## src/rtl/if_fetch_buffer_if.sv

```systemverilog
// Instruction-memory request/response bus between the fetch buffer (master) and memory (slave).
// Requests are address-only; responses return in request order.
interface if_fetch_buffer_if;
   logic        inst_req;
   logic [31:0] inst_addr;
   logic        inst_addr_ok;
   logic        inst_data_ok;
   logic [31:0] inst_rdata;

   modport master (
      output inst_req,
      output inst_addr,
      input  inst_addr_ok,
      input  inst_data_ok,
      input  inst_rdata
   );

   modport slave (
      input  inst_req,
      input  inst_addr,
      output inst_addr_ok,
      output inst_data_ok,
      output inst_rdata
   );
endinterface

```

## src/rtl/if_fetch_buffer.sv

```systemverilog
// Instruction fetch queue: issues in-order fetches, buffers responses and presents the head
// entry to decode; redirects flush the queue and discard responses still owed to the old path.
module if_fetch_buffer #(
   parameter logic [31:0] RESET_PC = 32'hBFC00000,
   parameter int unsigned DEPTH    = 4
) (
   input  logic                     clk,
   input  logic                     rst,
   if_fetch_buffer_if.master        mem,
   input  logic                     redirect,
   input  logic [31:0]              redirect_pc,
   input  logic                     stallD,
   output logic                     validD,
   output logic [31:0]              instrD,
   output logic [31:0]              pcD,
   output logic                     adelD
);

   localparam int unsigned PW = (DEPTH > 1) ? $clog2(DEPTH) : 1;
   localparam int unsigned CW = PW + 1;
   localparam int unsigned DW = 8;

   logic [31:0]   fetch_pc_q;
   logic [PW-1:0] head_q, tail_q;
   logic [CW-1:0] count_q;
   logic [DW-1:0] drop_q;
   logic          adel_done_q;

   logic [31:0]   pc_q    [DEPTH];
   logic [31:0]   instr_q [DEPTH];
   logic          filled_q[DEPTH];
   logic          adel_q  [DEPTH];

   logic          misaligned, not_full, acc_raw, acc, adel_alloc, retire, dok_used;
   logic          fill_found;
   logic [PW-1:0] fill_idx;
   logic [CW-1:0] pending;

   assign misaligned   = fetch_pc_q[1:0] != 2'b00;
   assign not_full     = count_q < CW'(DEPTH);
   assign mem.inst_req  = !rst && !misaligned && not_full;
   assign mem.inst_addr = fetch_pc_q;

   assign validD = (count_q != '0) && filled_q[head_q];
   assign instrD = (count_q != '0) ? instr_q[head_q] : 32'h0;
   assign pcD    = (count_q != '0) ? pc_q[head_q]    : 32'h0;
   assign adelD  = (count_q != '0) && adel_q[head_q];

   assign acc_raw    = mem.inst_req && mem.inst_addr_ok;
   assign acc        = acc_raw && !redirect;
   assign adel_alloc = !redirect && misaligned && not_full && !adel_done_q;
   assign retire     = validD && !stallD && !redirect;
   assign dok_used   = mem.inst_data_ok && ((drop_q != '0) || fill_found);

   // Oldest allocated-but-unfilled entry receives the next response.
   always_comb begin
      logic [PW-1:0] idx;
      idx        = '0;
      fill_found = 1'b0;
      fill_idx   = '0;
      pending    = '0;
      for (int i = 0; i < int'(DEPTH); i++) begin
         idx = head_q + PW'(i);
         if (CW'(i) < count_q && !filled_q[idx]) begin
            pending = pending + 1'b1;
            if (!fill_found) begin
               fill_found = 1'b1;
               fill_idx   = idx;
            end
         end
      end
   end

   always_ff @(posedge clk or posedge rst) begin
      if (rst) begin
         fetch_pc_q  <= RESET_PC;
         head_q      <= '0;
         tail_q      <= '0;
         count_q     <= '0;
         drop_q      <= '0;
         adel_done_q <= 1'b0;
         for (int i = 0; i < int'(DEPTH); i++) begin
            pc_q[i]     <= 32'h0;
            instr_q[i]  <= 32'h0;
            filled_q[i] <= 1'b0;
            adel_q[i]   <= 1'b0;
         end
      end else if (redirect) begin
         // Everything still owed to the old path, including this cycle's acceptance, is dropped.
         drop_q      <= drop_q + DW'(pending) + DW'(acc_raw) - DW'(dok_used);
         fetch_pc_q  <= redirect_pc;
         head_q      <= '0;
         tail_q      <= '0;
         count_q     <= '0;
         adel_done_q <= 1'b0;
         for (int i = 0; i < int'(DEPTH); i++) begin
            filled_q[i] <= 1'b0;
         end
      end else begin
         if (mem.inst_data_ok) begin
            if (drop_q != '0) begin
               drop_q <= drop_q - 1'b1;
            end else if (fill_found) begin
               instr_q[fill_idx]  <= mem.inst_rdata;
               filled_q[fill_idx] <= 1'b1;
            end
         end
         if (acc || adel_alloc) begin
            pc_q[tail_q]     <= fetch_pc_q;
            instr_q[tail_q]  <= 32'h0;
            filled_q[tail_q] <= adel_alloc;
            adel_q[tail_q]   <= adel_alloc;
            tail_q           <= tail_q + 1'b1;
         end
         if (acc) begin
            fetch_pc_q <= fetch_pc_q + 32'd4;
         end
         if (adel_alloc) begin
            adel_done_q <= 1'b1;
         end
         if (retire) begin
            head_q <= head_q + 1'b1;
         end
         count_q <= count_q + CW'(acc || adel_alloc) - CW'(retire);
      end
   end

endmodule

```

## src/flat_wrapper.sv

```systemverilog
// flat-port wrapper written by rule: the top's interface ports become plain ports
module if_fetch_buffer_flat 
#(
   parameter logic [31:0] RESET_PC = 32'hBFC00000,
   parameter int unsigned DEPTH    = 4
)
  (clk, rst, redirect, redirect_pc, stallD, validD, instrD, pcD, adelD, mem_inst_req, mem_inst_addr, mem_inst_addr_ok, mem_inst_data_ok, mem_inst_rdata);
  if_fetch_buffer_if mem_i ();
  input  logic clk;
  input  logic rst;
  input  logic redirect;
  input  logic [31:0] redirect_pc;
  input  logic stallD;
  output logic validD;
  output logic [31:0] instrD;
  output logic [31:0] pcD;
  output logic adelD;
  output wire logic [$bits(mem_i.inst_req)-1:0] mem_inst_req;
  output wire logic [$bits(mem_i.inst_addr)-1:0] mem_inst_addr;
  input wire logic [$bits(mem_i.inst_addr_ok)-1:0] mem_inst_addr_ok;
  input wire logic [$bits(mem_i.inst_data_ok)-1:0] mem_inst_data_ok;
  input wire logic [$bits(mem_i.inst_rdata)-1:0] mem_inst_rdata;
  assign mem_inst_req = mem_i.inst_req;
  assign mem_inst_addr = mem_i.inst_addr;
  assign mem_i.inst_addr_ok = mem_inst_addr_ok;
  assign mem_i.inst_data_ok = mem_inst_data_ok;
  assign mem_i.inst_rdata = mem_inst_rdata;
  if_fetch_buffer #(.RESET_PC(RESET_PC), .DEPTH(DEPTH)) u_core (.clk(clk), .rst(rst), .mem(mem_i), .redirect(redirect), .redirect_pc(redirect_pc), .stallD(stallD), .validD(validD), .instrD(instrD), .pcD(pcD), .adelD(adelD));
endmodule
```

## config.mk

```make
export PLATFORM = sky130hd
export DESIGN_NAME = if_fetch_buffer_flat
export DESIGN_NICKNAME = d
export VERILOG_FILES = /design/src/rtl/if_fetch_buffer_if.sv /design/src/rtl/if_fetch_buffer.sv /design/src/flat_wrapper.sv
export SDC_FILE = /design/constraint.sdc
export NUM_CORES = 1
export LEC_CHECK = 0
export ABC_AREA = 1
export CAP_MARGIN = 20
export CORE_AREA = 5 5 211 152
export CTS_BUF_LIST = sky130_fd_sc_hd__clkbuf_8
export CTS_CLUSTER_SIZE = 40
export DETAILED_ROUTE_END_ITERATION = 16
export DIE_AREA = 0 0 216 157
export PLACE_DENSITY = 0.82
export SYNTH_ARGS = -nofsm -noshare
export SYNTH_HDL_FRONTEND = slang
export SYNTH_SLANG_ARGS = --single-unit
```

## constraint.sdc

```tcl
create_clock -name clk -period 11.8 [get_ports clk]
set_clock_uncertainty 0.15 [all_clocks]
set_input_delay 1.18 -clock clk [delete_from_list [all_inputs] [get_ports clk]]
set_output_delay 1.18 -clock clk [all_outputs]
set_load 0.02 [all_outputs]
```

==> out/qor.csv <==
stage,metric,value,unit
clock_network,cts-buffers-inserted,49,
clock_network,hold_buffers,0,
global_route,grt_max_degree,104,
power_and_ir_drop,vdd_ir_drop_max,0.2487,mV
synthesis,synth_nets,2407,
clock_network,path_clk_slew,70,ps
clock_network,postCtsSetupBuffers,0,
final_layout,final_cells,2809,
critical_path,end_kind,flip-flop,
power_and_ir_drop,pwr-share-clk,21.2,%
synthesis,synth_top_cell_by_area,dfrtp_1,
floorplanning,initial_utilization,59.27,%
global_route,grtUsageTotal,30.38,%
route,routed_wl,52.83,mm
synthesis,synth_cell_types,45,
global_route,top_usage_layer,met2,
critical_path,critical_path_class,flip-flop to flip-flop,
place,port_buffers,168,
global_route,use_met1,43.72,%
timing,setup_slack,5606,ps
job,cap_violations,0,
timing,slew_headroom,31.07,%
timing,slew_viol_final,0,
critical_path,crit_path_start_kind,flip-flop,
route,num_vias,17199,
synthesis,synthFlopType,dfrtp_1,
global_route,use_met2,46.83,%
power_and_ir_drop,seq_power_share,34.7,%
floorplanning,io_pins,169,
timing,period_needed,6194,ps
clock_network,cts_max_level,2,
critical_path,crit_required,12170,ps
route,viasPerCell,6.123,
synthesis,yosysTopAreaCellShare,43.16,%
clock_network,tritoncts,done,
synthesis,synth_edf_count,0,
synthesis,ys_seq_area_share,44.50,%
final_layout,design_area,20200,sq um
place,dpl_cell_area,19110,sq um
timing,tightest_slew,1031,ps
floorplanning,die-area,33910,sq um
timing,setup_violations,0,
power_and_ir_drop,power_density,230.9,nW/um^2
timing,fmax,161.4,MHz
synthesis,synth-warning-count,0,
critical_path,cp_data_arrival_time,6560,ps
route,dr.first_iter.drc_count,2115,
route,wire_per_inst,18.81,um
floorplanning,fp.dieH,157,um
power_and_ir_drop,combPwrFrac,44.2,%
floorplanning,std_cell_rows,53,
synthesis,post-synth-top-count-cell,nand2_1,
clock_network,post_cts_resized,0,
place,post-place-ws,5805,ps
final_layout,nNetsFinal,2490,
place,hpwl,32.21,mm
synthesis,synth_commonest_cells,"nand2_1 (672), dfrtp_1 (303), inv_1 (260)",
power_and_ir_drop,leakage,0.009916,uW
min_path,hp-class,flip-flop to flip-flop,
route,ant_nets,0,
synthesis,syn_area,17570,sq um
critical_path,ff2ff_setup_slack,5610,ps
synthesis,synthArstFlopShare,100.0,%
critical_path,worstPathMaxFanout,88,
global_route,grt.met3_usage,6.114,%
timing,timing.setup.tns,0,ps
timing,holdWs,328.6,ps
synthesis,synth-seq-cells,312,
final_layout,syn_to_final_growth,14.95,%
floorplanning,coreArea,29640,sq um
route,drc_errors,0,
place,dp_cells,2718,
timing,rsz0062_at_grt,no,
power_and_ir_drop,power_switching,2098,uW
synthesis,syn_inst,2303,
clock_network,cts_sinks,312,
global_route,antenna_found_initial,0,
power_and_ir_drop,p_int,2566,uW
final_layout,antenna_cells,0,
clock_network,clockBufferDepth,3,
final_layout,drive_gt1_share,6.147,%
clock_network,clk_latency,600,ps
floorplanning,die_width,216,um
power_and_ir_drop,switching_share,44.97,%
synthesis,syn_area_per_cell,7.629,sq um
synthesis,synth_area_leaders,"dfrtp_1 (43%), nand2_1 (14%), nand3_1 (6.2%)",
status,status,finished clean,
timing,hold_viol_final,0,
route,first_pass_iters,6,
place,place.gp.congestion,0.9640,
global_route,grt_pass1_wl,85.88,mm
clock_network,cts-root-buf,clkbuf_8,
global_route,grt_pass1_vias,16679,
timing,min_period_over_period,52.49,%
global_route,grt_overflow,0,
## through the flow
stage,util [%],power (uW)
after floorplan,-,3136
final,68.13,4664
after CTS,68.02,4605
after detailed placement,64.48,3618
after global placement,64.48,3522
after global routing,68.13,4939
## worst max-delay path, stage by stage (launching register included)
cell and delay (ps):
dfrtp_1 320, buf_4 490, inv_2 540, nand2_2 810, nand2_2 170, nand2_1 160, nand3_1 190, ha_1 310
nand2_2 130, o21ai_1 110, clkinv_2 440, buf_4 830, nand3_2 910, nand2_1 280, nand3_1 110, nand2_1 80
## cells by family after synthesis
family | share of synthesized area, %
compound gates | 11.69
xor+xnor | 1.545
fa+ha+maj | 2.549
buf+inv | 10.50
flops | 44.50
mux | 0.05697
simple gates | 29.16
## final cells by class
cell class	count	area, sq um
repair buffers	195	1899
inverters	270	1023
multi-input cells	1558	7921
fillers	2391	9447
well taps	385	481.7
clock buffers	62	853.3
clock inverters	27	196.4
flip-flops and latches	312	7820
## path summary, 6_finish.rpt
| path | end | depth (start not counted) | start |
|---|---|---|---|
| min in group asynchronous | u_core.drop_q[6] | 2 | rst |
| min | u_core.adel_q[2] | 2 | u_core.adel_q[2] |
| max reg2reg | u_core.instr_q[91] | 15 | u_core.head_q[0] |
| max in group asynchronous | u_core.mem.inst_addr[20] | 3 | rst |
| max | u_core.instr_q[91] | 15 | u_core.head_q[0] |
| min reg2reg | u_core.adel_q[2] | 2 | u_core.adel_q[2] |
## cells in the final DEF, fill, tap and decap left out, types with 10 or more instances in the layout
cell type / synthesis / layout
a221oi_1: 34 / 34
ha_1: 31 / 31
xor2_1: 29 / 29
o211ai_1: 12 / 12
a22oi_1: 32 / 32
o22ai_1: 34 / 34
nand4_1: 141 / 141
o221ai_1: 11 / 11
nand2_1: 672 / 671
a21oi_1: 10 / 10
inv_1: 260 / 269
clkbuf_8: 0 / 62
clkdlybuf4s50_1: 0 / 167
nor3_1: 14 / 13
o21ai_0: 147 / 147
nor2_1: 84 / 81
buf_4: 19 / 26
o21ai_1: 12 / 12
nand3_1: 218 / 218
a31oi_1: 38 / 38
dfrtp_1: 303 / 302
## power by group through the flow
stage	clock, uW	combinational (uW)	sequential [uW]
2_1_floorplan	0	1550	1590
3_3_place_gp	0	1920	1600
3_5_place_dp	0	1990	1620
4_1_cts	993	2000	1610
5_1_grt	1050	2240	1650
6_report	987	2060	1620
## registers in the layout, summed over array words and instances (netlist names)
register and flops:
u_core.filled_q 4, u_core.tail_q 2, u_core.drop_q 8, u_core.mem.inst_addr 32, u_core.adel_q 4, u_core.count_q 3, u_core.adel_done_q 1, u_core.head_q 2
u_core.instr_q 128, u_core.pc_q 128
## layer usage
metal  vias to the layer above  routed length [um]
met5                         -                   0
met2                      1030               23730
met1                      8218               22200
met3                       127                5554
met4                         0                1336
li1                       7824                   -
(Power assumes the default switching activity.)
